--- src/rtl/d_reg_pkg.sv ---
// d_reg_pkg: mode encoding shared by the register bank, its cells and its interface.
package d_reg_pkg;
    typedef enum logic [1:0] {
        MODE_HOLD = 2'b00,
        MODE_LOAD = 2'b01,
        MODE_SHL  = 2'b10,
        MODE_SHR  = 2'b11
    } mode_t;
endpackage

--- src/rtl/d_reg_bank_if.sv ---
// d_reg_bank_if: data/control bundle of the register bank; parity exists only under REG_BANK_PARITY_EN.
interface d_reg_bank_if
    import d_reg_pkg::*;
#(
    parameter int WIDTH    = 8,
    parameter int CHANNELS = 4
);
    logic [CHANNELS-1:0]       en;
    mode_t                     mode;
    logic [CHANNELS-1:0]       ser_in;
    logic [CHANNELS*WIDTH-1:0] d;
    logic [CHANNELS*WIDTH-1:0] q;
    logic [CHANNELS*WIDTH-1:0] qbar;
    logic [CHANNELS-1:0]       changed;
`ifdef REG_BANK_PARITY_EN
    logic [CHANNELS-1:0]       parity;
    modport master (output en, mode, ser_in, d, input q, qbar, changed, parity);
    modport slave  (input en, mode, ser_in, d, output q, qbar, changed, parity);
`else
    modport master (output en, mode, ser_in, d, input q, qbar, changed);
    modport slave  (input en, mode, ser_in, d, output q, qbar, changed);
`endif
endinterface

--- src/rtl/d_reg_cell.sv ---
// d_reg_cell: one WIDTH-bit channel with load/shift next-state mux, change flag and
// an optional parity flop (REG_BANK_PARITY_EN).
module d_reg_cell
    import d_reg_pkg::*;
#(
    parameter int WIDTH = 8
) (
    input  logic             clk,
    input  logic             rst,
    input  logic             i_en,
    input  mode_t            i_mode,
    input  logic             i_ser,
    input  logic [WIDTH-1:0] i_d,
`ifdef REG_BANK_PARITY_EN
    output logic             o_parity,
`endif
    output logic [WIDTH-1:0] o_q,
    output logic             o_changed
);
    logic [WIDTH-1:0] r_q;
    logic             r_changed;
    logic [WIDTH-1:0] w_next;

    always_comb begin
        w_next = !i_en                ? r_q :
                 i_mode == MODE_LOAD  ? i_d :
                 i_mode == MODE_SHL   ? {r_q[WIDTH-2:0], i_ser} :
                 i_mode == MODE_SHR   ? {i_ser, r_q[WIDTH-1:1]} : r_q;
    end

    always_ff @(posedge clk) begin
        if (rst) begin
            r_q       <= '0;
            r_changed <= 1'b0;
        end else begin
            r_q       <= w_next;
            r_changed <= w_next != r_q;
        end
    end

`ifdef REG_BANK_PARITY_EN
    logic r_parity;
    always_ff @(posedge clk) begin
        if (rst) r_parity <= 1'b0;
        else     r_parity <= ^w_next;
    end
    assign o_parity = r_parity;
`endif

    assign o_q       = r_q;
    assign o_changed = r_changed;
endmodule

--- src/rtl/d_reg_bank.sv ---
// d_reg_bank: CHANNELS independent WIDTH-bit hold/load/shift registers with complementary
// outputs and change flags; parity output enabled by REG_BANK_PARITY_EN.
module d_reg_bank
    import d_reg_pkg::*;
#(
    parameter int WIDTH    = 8,
    parameter int CHANNELS = 4
) (
    input logic         clk,
    input logic         rst,
    d_reg_bank_if.slave bus
);
    logic [CHANNELS*WIDTH-1:0] w_q;
    logic [CHANNELS-1:0]       w_changed;
`ifdef REG_BANK_PARITY_EN
    logic [CHANNELS-1:0]       w_parity;
    assign bus.parity = w_parity;
`endif

    for (genvar i = 0; i < CHANNELS; i++) begin : g_ch
        d_reg_cell #(.WIDTH(WIDTH)) u_cell (
            .clk      (clk),
            .rst      (rst),
            .i_en     (bus.en[i]),
            .i_mode   (bus.mode),
            .i_ser    (bus.ser_in[i]),
            .i_d      (bus.d[i*WIDTH +: WIDTH]),
`ifdef REG_BANK_PARITY_EN
            .o_parity (w_parity[i]),
`endif
            .o_q      (w_q[i*WIDTH +: WIDTH]),
            .o_changed(w_changed[i])
        );
    end

    assign bus.q       = w_q;
    assign bus.qbar    = ~w_q;
    assign bus.changed = w_changed;
endmodule

--- src/flat_wrapper.sv ---
// flat-port wrapper written by rule: the top's interface ports become plain ports
module d_reg_bank_flat import d_reg_pkg::*;
#(
    parameter int WIDTH    = 8,
    parameter int CHANNELS = 4
)
  (clk, rst, bus_en, bus_mode, bus_ser_in, bus_d, bus_q, bus_qbar, bus_changed);
  d_reg_bank_if #(.WIDTH(WIDTH), .CHANNELS(CHANNELS)) bus_i ();
  input logic clk;
  input logic rst;
  input wire logic [$bits(bus_i.en)-1:0] bus_en;
  input wire logic [$bits(bus_i.mode)-1:0] bus_mode;
  input wire logic [$bits(bus_i.ser_in)-1:0] bus_ser_in;
  input wire logic [$bits(bus_i.d)-1:0] bus_d;
  output wire logic [$bits(bus_i.q)-1:0] bus_q;
  output wire logic [$bits(bus_i.qbar)-1:0] bus_qbar;
  output wire logic [$bits(bus_i.changed)-1:0] bus_changed;
  assign bus_i.en = bus_en;
  assign bus_i.mode = bus_mode;
  assign bus_i.ser_in = bus_ser_in;
  assign bus_i.d = bus_d;
  assign bus_q = bus_i.q;
  assign bus_qbar = bus_i.qbar;
  assign bus_changed = bus_i.changed;
  d_reg_bank #(.WIDTH(WIDTH), .CHANNELS(CHANNELS)) u_core (.clk(clk), .rst(rst), .bus(bus_i));
endmodule
--- config.mk ---
export PLATFORM = sky130hd
export DESIGN_NAME = d_reg_bank_flat
export DESIGN_NICKNAME = d
export VERILOG_FILES = /design/src/rtl/d_reg_pkg.sv /design/src/rtl/d_reg_bank_if.sv /design/src/rtl/d_reg_cell.sv /design/src/rtl/d_reg_bank.sv /design/src/flat_wrapper.sv
export SDC_FILE = /design/constraint.sdc
export NUM_CORES = 1
export LEC_CHECK = 0
export CORE_MARGIN = 10
export CORE_UTILIZATION = 51
export CTS_BUF_LIST = sky130_fd_sc_hd__clkbuf_8
export DETAILED_ROUTE_END_ITERATION = 10
export GPL_ROUTABILITY_DRIVEN = 0
export PLACE_DENSITY = 0.92
export SYNTH_ARGS = -nofsm -noshare
export SYNTH_HDL_FRONTEND = slang
export SYNTH_SLANG_ARGS = --single-unit
--- constraint.sdc ---
create_clock -name clk -period 4.2 [get_ports clk]
set_input_delay 0.84 -clock clk [delete_from_list [all_inputs] [get_ports clk]]
set_output_delay 0.84 -clock clk [all_outputs]
set_load 0.01 [all_outputs]
* Word-level counts from Yosys, hierarchy flattened
Cells that the tools add are included.
** Storage, ports and cells
- Register bits :: 36
- Input port bits :: 44
- Word-level logic and storage cells :: 32
** Cells by class
- Equal/unequal tests :: 7
- Mux-type cells :: 16
- Bitwise logic cells :: 1
** Operators by type and width (count)
- $mux 8 :: 16
- $ne 8x8->1 :: 4
- $not 32->32 :: 1
- $eq 2x2->1 const B :: 2
- $eq 2x1->1 const B :: 1

* Longest topological paths before layout
- Depth after elaboration :: 6
- Mapped depth :: 9
- Gate-level depth less buffers :: 5

* By module
Synthesis repeated with hierarchy kept, for this count alone.
** Second synthesis, totals
- Cell total of the unflattened synthesis :: 432
- Area total of the unflattened synthesis :: 3518.4 sq um
** Modules (own cells, without submodules)
- d_reg_cell :: instances 4, cells each 100, area each 849.6 sq um, seq. area each 180.2 sq um
- d_reg_bank :: instances 1, cells each 32, area each 120.1 sq um, seq. area each 0.0 sq um

* Least setup slack after synthesis
No wires, ideal clock.
- Path type :: input-to-reg
- Start point :: input port bus_mode[1]
- End point :: register u_core.g_ch[0].u_cell.r_changed
- Arrival :: 2.093 ns
- Slack :: 1.985 ns
- Stages on the path :: 6
- Path through :: buf_6 buf_12 mux4_2 xnor2_1 nand4_1 o311a_1
** On the way
- Cells in the longest elaborated chain, start to end :: 6
- Elaborated cells on any way between the ends :: 8
- Classes of those cells :: 4 x eq/ne; 4 x mux
** Ends and longest elaborated chain
- start: declaration :: RTL line flat_wrapper.sv:12 : input wire logic [$bits(bus_i.mode)-1:0] bus_mode;
- $eq 2x2->1 :: RTL line d_reg_cell.sv:28 : i_mode == MODE_SHR ? {i_ser, r_q[WIDTH-1:1]} : r_q;
- $mux 8 :: RTL line d_reg_cell.sv:28
- $mux 8 :: RTL line d_reg_cell.sv:27 : i_mode == MODE_SHL ? {r_q[WIDTH-2:0], i_ser} :
- $mux 8 (*) :: RTL line d_reg_cell.sv:26 : i_mode == MODE_LOAD ? i_d :
- $mux 8 (*) :: RTL line d_reg_cell.sv:25 : w_next = !i_en ? r_q :
- $ne 8x8->1 (*) :: RTL line d_reg_cell.sv:37 : r_changed <= w_next != r_q;
- end signal: assignment :: RTL line d_reg_cell.sv:37
- end: declaration :: RTL line d_reg_cell.sv:21 : logic r_changed;
Mark *: on every way between the ends. The rest lies on a longest branch, timed or not.
A chain may end at the register's enable or synchronous reset.

* Worst setup path in the final report
- Start point :: input port bus_mode[1]
- End point :: register u_core.g_ch[3].u_cell.r_changed
** On the way
- Cells in the longest elaborated chain, start to end :: 6
- Elaborated cells on any way between the ends :: 8
- Classes of those cells :: 4 x eq/ne; 4 x mux
** Ends and longest elaborated chain (RTL line)
- $eq 2x2->1 :: d_reg_cell.sv:28
- $mux 8 :: d_reg_cell.sv:28
- $mux 8 :: d_reg_cell.sv:27
- $mux 8 (*) :: d_reg_cell.sv:26
- $mux 8 (*) :: d_reg_cell.sv:25
- $ne 8x8->1 (*) :: d_reg_cell.sv:37
- end signal: assignment :: d_reg_cell.sv:37
- end: declaration :: d_reg_cell.sv:21
Marks and branches as above.

==> impl_metrics.toml <==
[outcome]
status = "finished, final reports clean"

[pwr]
intPower_mw = 0.717
power.share.sequential_pct = 38.7
sw_frac_of_total_pct = 33.4
p_comb_share_pct = 37.7
power_mw = 1.08
p_leak_nw = 1.67
ir_worst_vdd_mv = 0.165
p_per_area_mw_per_mm2 = 250
pwr-share-clk_pct = 23.7
p_sw_mw = 0.360

[clock_tree]
clk_latency_ps = 280
cts_buffer_depth = 2
cts.sinks = 36
cts_tree = "done"
path_clk_slew_ps = 70
hold_buffers = 0
post-cts-setup-buffer-count = 0
cts_resized = 0
clockRootBuffer = "clkbuf_8"
ctsHtreeMaxLevel = 2
cts_buffers = 5

[synthesis]
synth_fa_ha_area_share_pct = 0
synth_top_family_by_area = "multiplexers"
synth_edf_count = 0
synth_compound_area_share_pct = 21.1
synth_common_cells = "49 x nor2_1, 36 x dfxtp_1, 35 x mux2i_1, 34 x inv_1, 25 x clkbuf_1"
synth_seq_cells = 36
syn_nets = 440
netlist_area_mm2 = 0.00327
async_flop_share_pct = 0
synth.area.top_cells = "dfxtp_1 22%, mux2i_1 11%, mux4_2 10%"
yosysUniqueCellTypes = 53
synthSimpleGateAreaFrac_pct = 12.7
ys.flop_type = "dfxtp_1"
synth_xor_area_share_pct = 7.50
ys_warn_count = 0
synth_top_area_share_pct = 22.0
seq_area_frac_synth_pct = 22.0
synth_largest_area_cell = "dfxtp_1"
avgSynthCellArea_um2 = 8.26
synth_most_common_cell = "nor2_1"
muxShareOfSynthArea_pct = 24.0
syn-instance-count = 396

[die]
coreArea_mm2 = 0.00628
initial_core_util_pct = 52.1
fp.dieH_um = 100
die-area_mm2 = 0.0100
pin_count = 112
die_width_um = 100
rows = 29

[cells_and_area]
num-fill-cells = 499
layout.nets = 512
multiInputGateArea_mm2 = 0.00214
synthToLayoutAreaGrowth_pct = 31.7
layout.cells.non_filler = 546
postLayoutCellArea_mm2 = 0.00431
num_antenna_cells = 0
seqCellArea_um2 = 721
final_layout_size_suffix_gt1_share_pct = 6.61

[sta]
maxSlewViolCount = 0
rsz0062_at_grt = "false"
period_share_pct = 67.1
hold_violations = 0
max_freq_mhz = 355
clock_skew_ps = 4.05
slew_headroom_pct = 32.5
finalCriticalPeriod_ps = 2820
fin_setup_tns_ps = 0
setup_viol = 0
worstMarginPinSlew_ps = 1010

[setup_path]
rrSetupSlack_ps = 2440
slowest_delay_ps = 740
crit_slowest_cell = "buf_4"
crit_path_cell_trace = "buf_4 > nor2b_1 > o31ai_1 > a22oi_1 > a2111oi_0 > a41oi_1"
end_kind = "flip-flop"
worstRegToRegCells = 5
critPathArrivalTime_ps = 3030
critPathLaunchType = "input port"
cp_max_fo = 86
setup.worst_path.class = "in2reg"
cp_data_required_time_ps = 4410
reg2reg_from = "u_core.g_ch[1].u_cell.o_q[1]$_SDFF_PP0_"
reg2reg_to = "u_core.g_ch[1].u_cell.o_changed$_SDFF_PP0_"

[routing]
vias = 3334
firstDrtPassIters = 5
wl_um = 10200
drtAntennaViolNets = 0
drc = 0
avgViaCountPerCell = 6.11
wire_per_inst_um = 18.7
initialDrtViolationCount = 179

[hold_path]
min_path_cells = 2
hp-start = "u_core.g_ch[1].u_cell.o_q[0]$_SDFF_PP0_"
min_to = "u_core.g_ch[1].u_cell.o_q[0]$_SDFF_PP0_"
hold_class = "reg2reg"

[grt]
grt_max_degree = 87
antenna_found_initial = 0
overflow = 0
grt_pass1_wl_um = 16800
first_global_vias = 3287
grt_use_total_pct = 19.8

[placed_design]
io_buffers = 111
dp.cells = 538
placed_area_mm2 = 0.00422
dp_hpwl_um = 7400

[run]
max-cap-violations = 0
[worst max-delay path, delay by kind of cell]
kind	cells	cell delay, ps
simple gates	1	680
compound gates	4	710
buf+inv	1	740
[how the worst max path moves through the flow]
stage	from	to	slack, ps	depth (start not counted)
floorplan	bus_mode[1]	u_core.g_ch[0].u_cell.o_changed$_SDFF_PP0_	1990	6
global placement	bus_mode[1]	u_core.g_ch[1].u_cell.o_changed$_SDFF_PP0_	1250	6
detailed placement	bus_mode[1]	u_core.g_ch[3].u_cell.o_changed$_SDFF_PP0_	1160	6
CTS	bus_mode[1]	u_core.g_ch[1].u_cell.o_changed$_SDFF_PP0_	1460	6
global route	bus_mode[1]	u_core.g_ch[3].u_cell.o_changed$_SDFF_PP0_	1270	6
finish	bus_mode[1]	u_core.g_ch[3].u_cell.o_changed$_SDFF_PP0_	1380	6
[area by class of cell]
cell class | instances | area share (%)
inverter | 36 | 3.14
clock inverter | 2 | 0.174
clock buffer | 6 | 1.92
timing repair buffer | 114 | 26.1
tap | 77 | 2.24
multi-input combinational | 275 | 49.7
sequential | 36 | 16.7
[power by group through the flow]
stage	clock (mW)	combinational, mW	sequential, mW
3_3_place_gp	0	0.391	0.420
6_report	0.255	0.405	0.416
5_1_grt	0.273	0.442	0.422
3_5_place_dp	0	0.403	0.422
2_1_floorplan	0	0.262	0.400
4_1_cts	0.258	0.406	0.415
[per-stage QoR]
stage                     util [%]  setup slack (ps)  hold slack, ps
after floorplan                  -              1990             575
after global placement        67.2              1250             547
after detailed placement      67.2              1160             582
after CTS                     68.6              1460             595
after global routing          68.6              1270             617
final                         68.6              1380             585
[kinds of logic (layout without fill, tap and decap cells)]
| group | count (synthesis) | after routing |
|---|---|---|
| AO/OA/AOI/OAI | 96 | 96 |
| buffers and inverters | 85 | 158 |
| XOR/XNOR | 28 | 28 |
| AND/OR/NAND/NOR | 95 | 95 |
| multiplexers | 56 | 56 |
| flip-flops | 36 | 36 |
[routing by layer]
metal	GRT usage [%]	up-vias	routed length, um
met1	25.2	1579	3990
met2	32.4	183	5110
met3	5.36	16	957
li1	-	1556	-
met4	5.43	0	129
met5	0	-	0
[placed cells by master, fill, tap and decap left out, types with 2 or more instances in the layout]
cell type	synthesis	final
inv_1	34	36
mux4_1	2	2
nand4_1	3	3
mux2_2	4	4
nand3_1	2	2
nor2b_1	5	5
nor3_1	5	5
a21oi_1	16	16
clkinv_1	2	2
a22oi_1	6	6
clkbuf_8	0	6
dfxtp_1	36	36
nand2_1	21	21
mux4_2	15	15
nor2_1	49	49
o21a_1	2	2
o311ai_0	2	2
o311a_1	2	2
clkdlybuf4s50_1	0	109
a2111oi_0	2	2
mux2i_1	35	35
a31oi_1	8	8
o211a_1	6	6
nand2b_1	4	4
o21ai_0	9	9
buf_4	10	4
o22ai_1	8	8
xnor2_1	16	16
nor4_1	2	2
o31a_1	2	2
a211oi_1	10	10
a221oi_1	4	4
xor2_1	12	12
o31ai_1	3	3
o211ai_1	5	5
[registers in the layout, indices dropped and copies added (netlist names)]
| register | flops |
|---|---|
| u_core.g_ch.u_cell.o_changed | 4 |
| u_core.g_ch.u_cell.o_q | 32 |
Note: power is estimated with default switching activity, not from simulation.
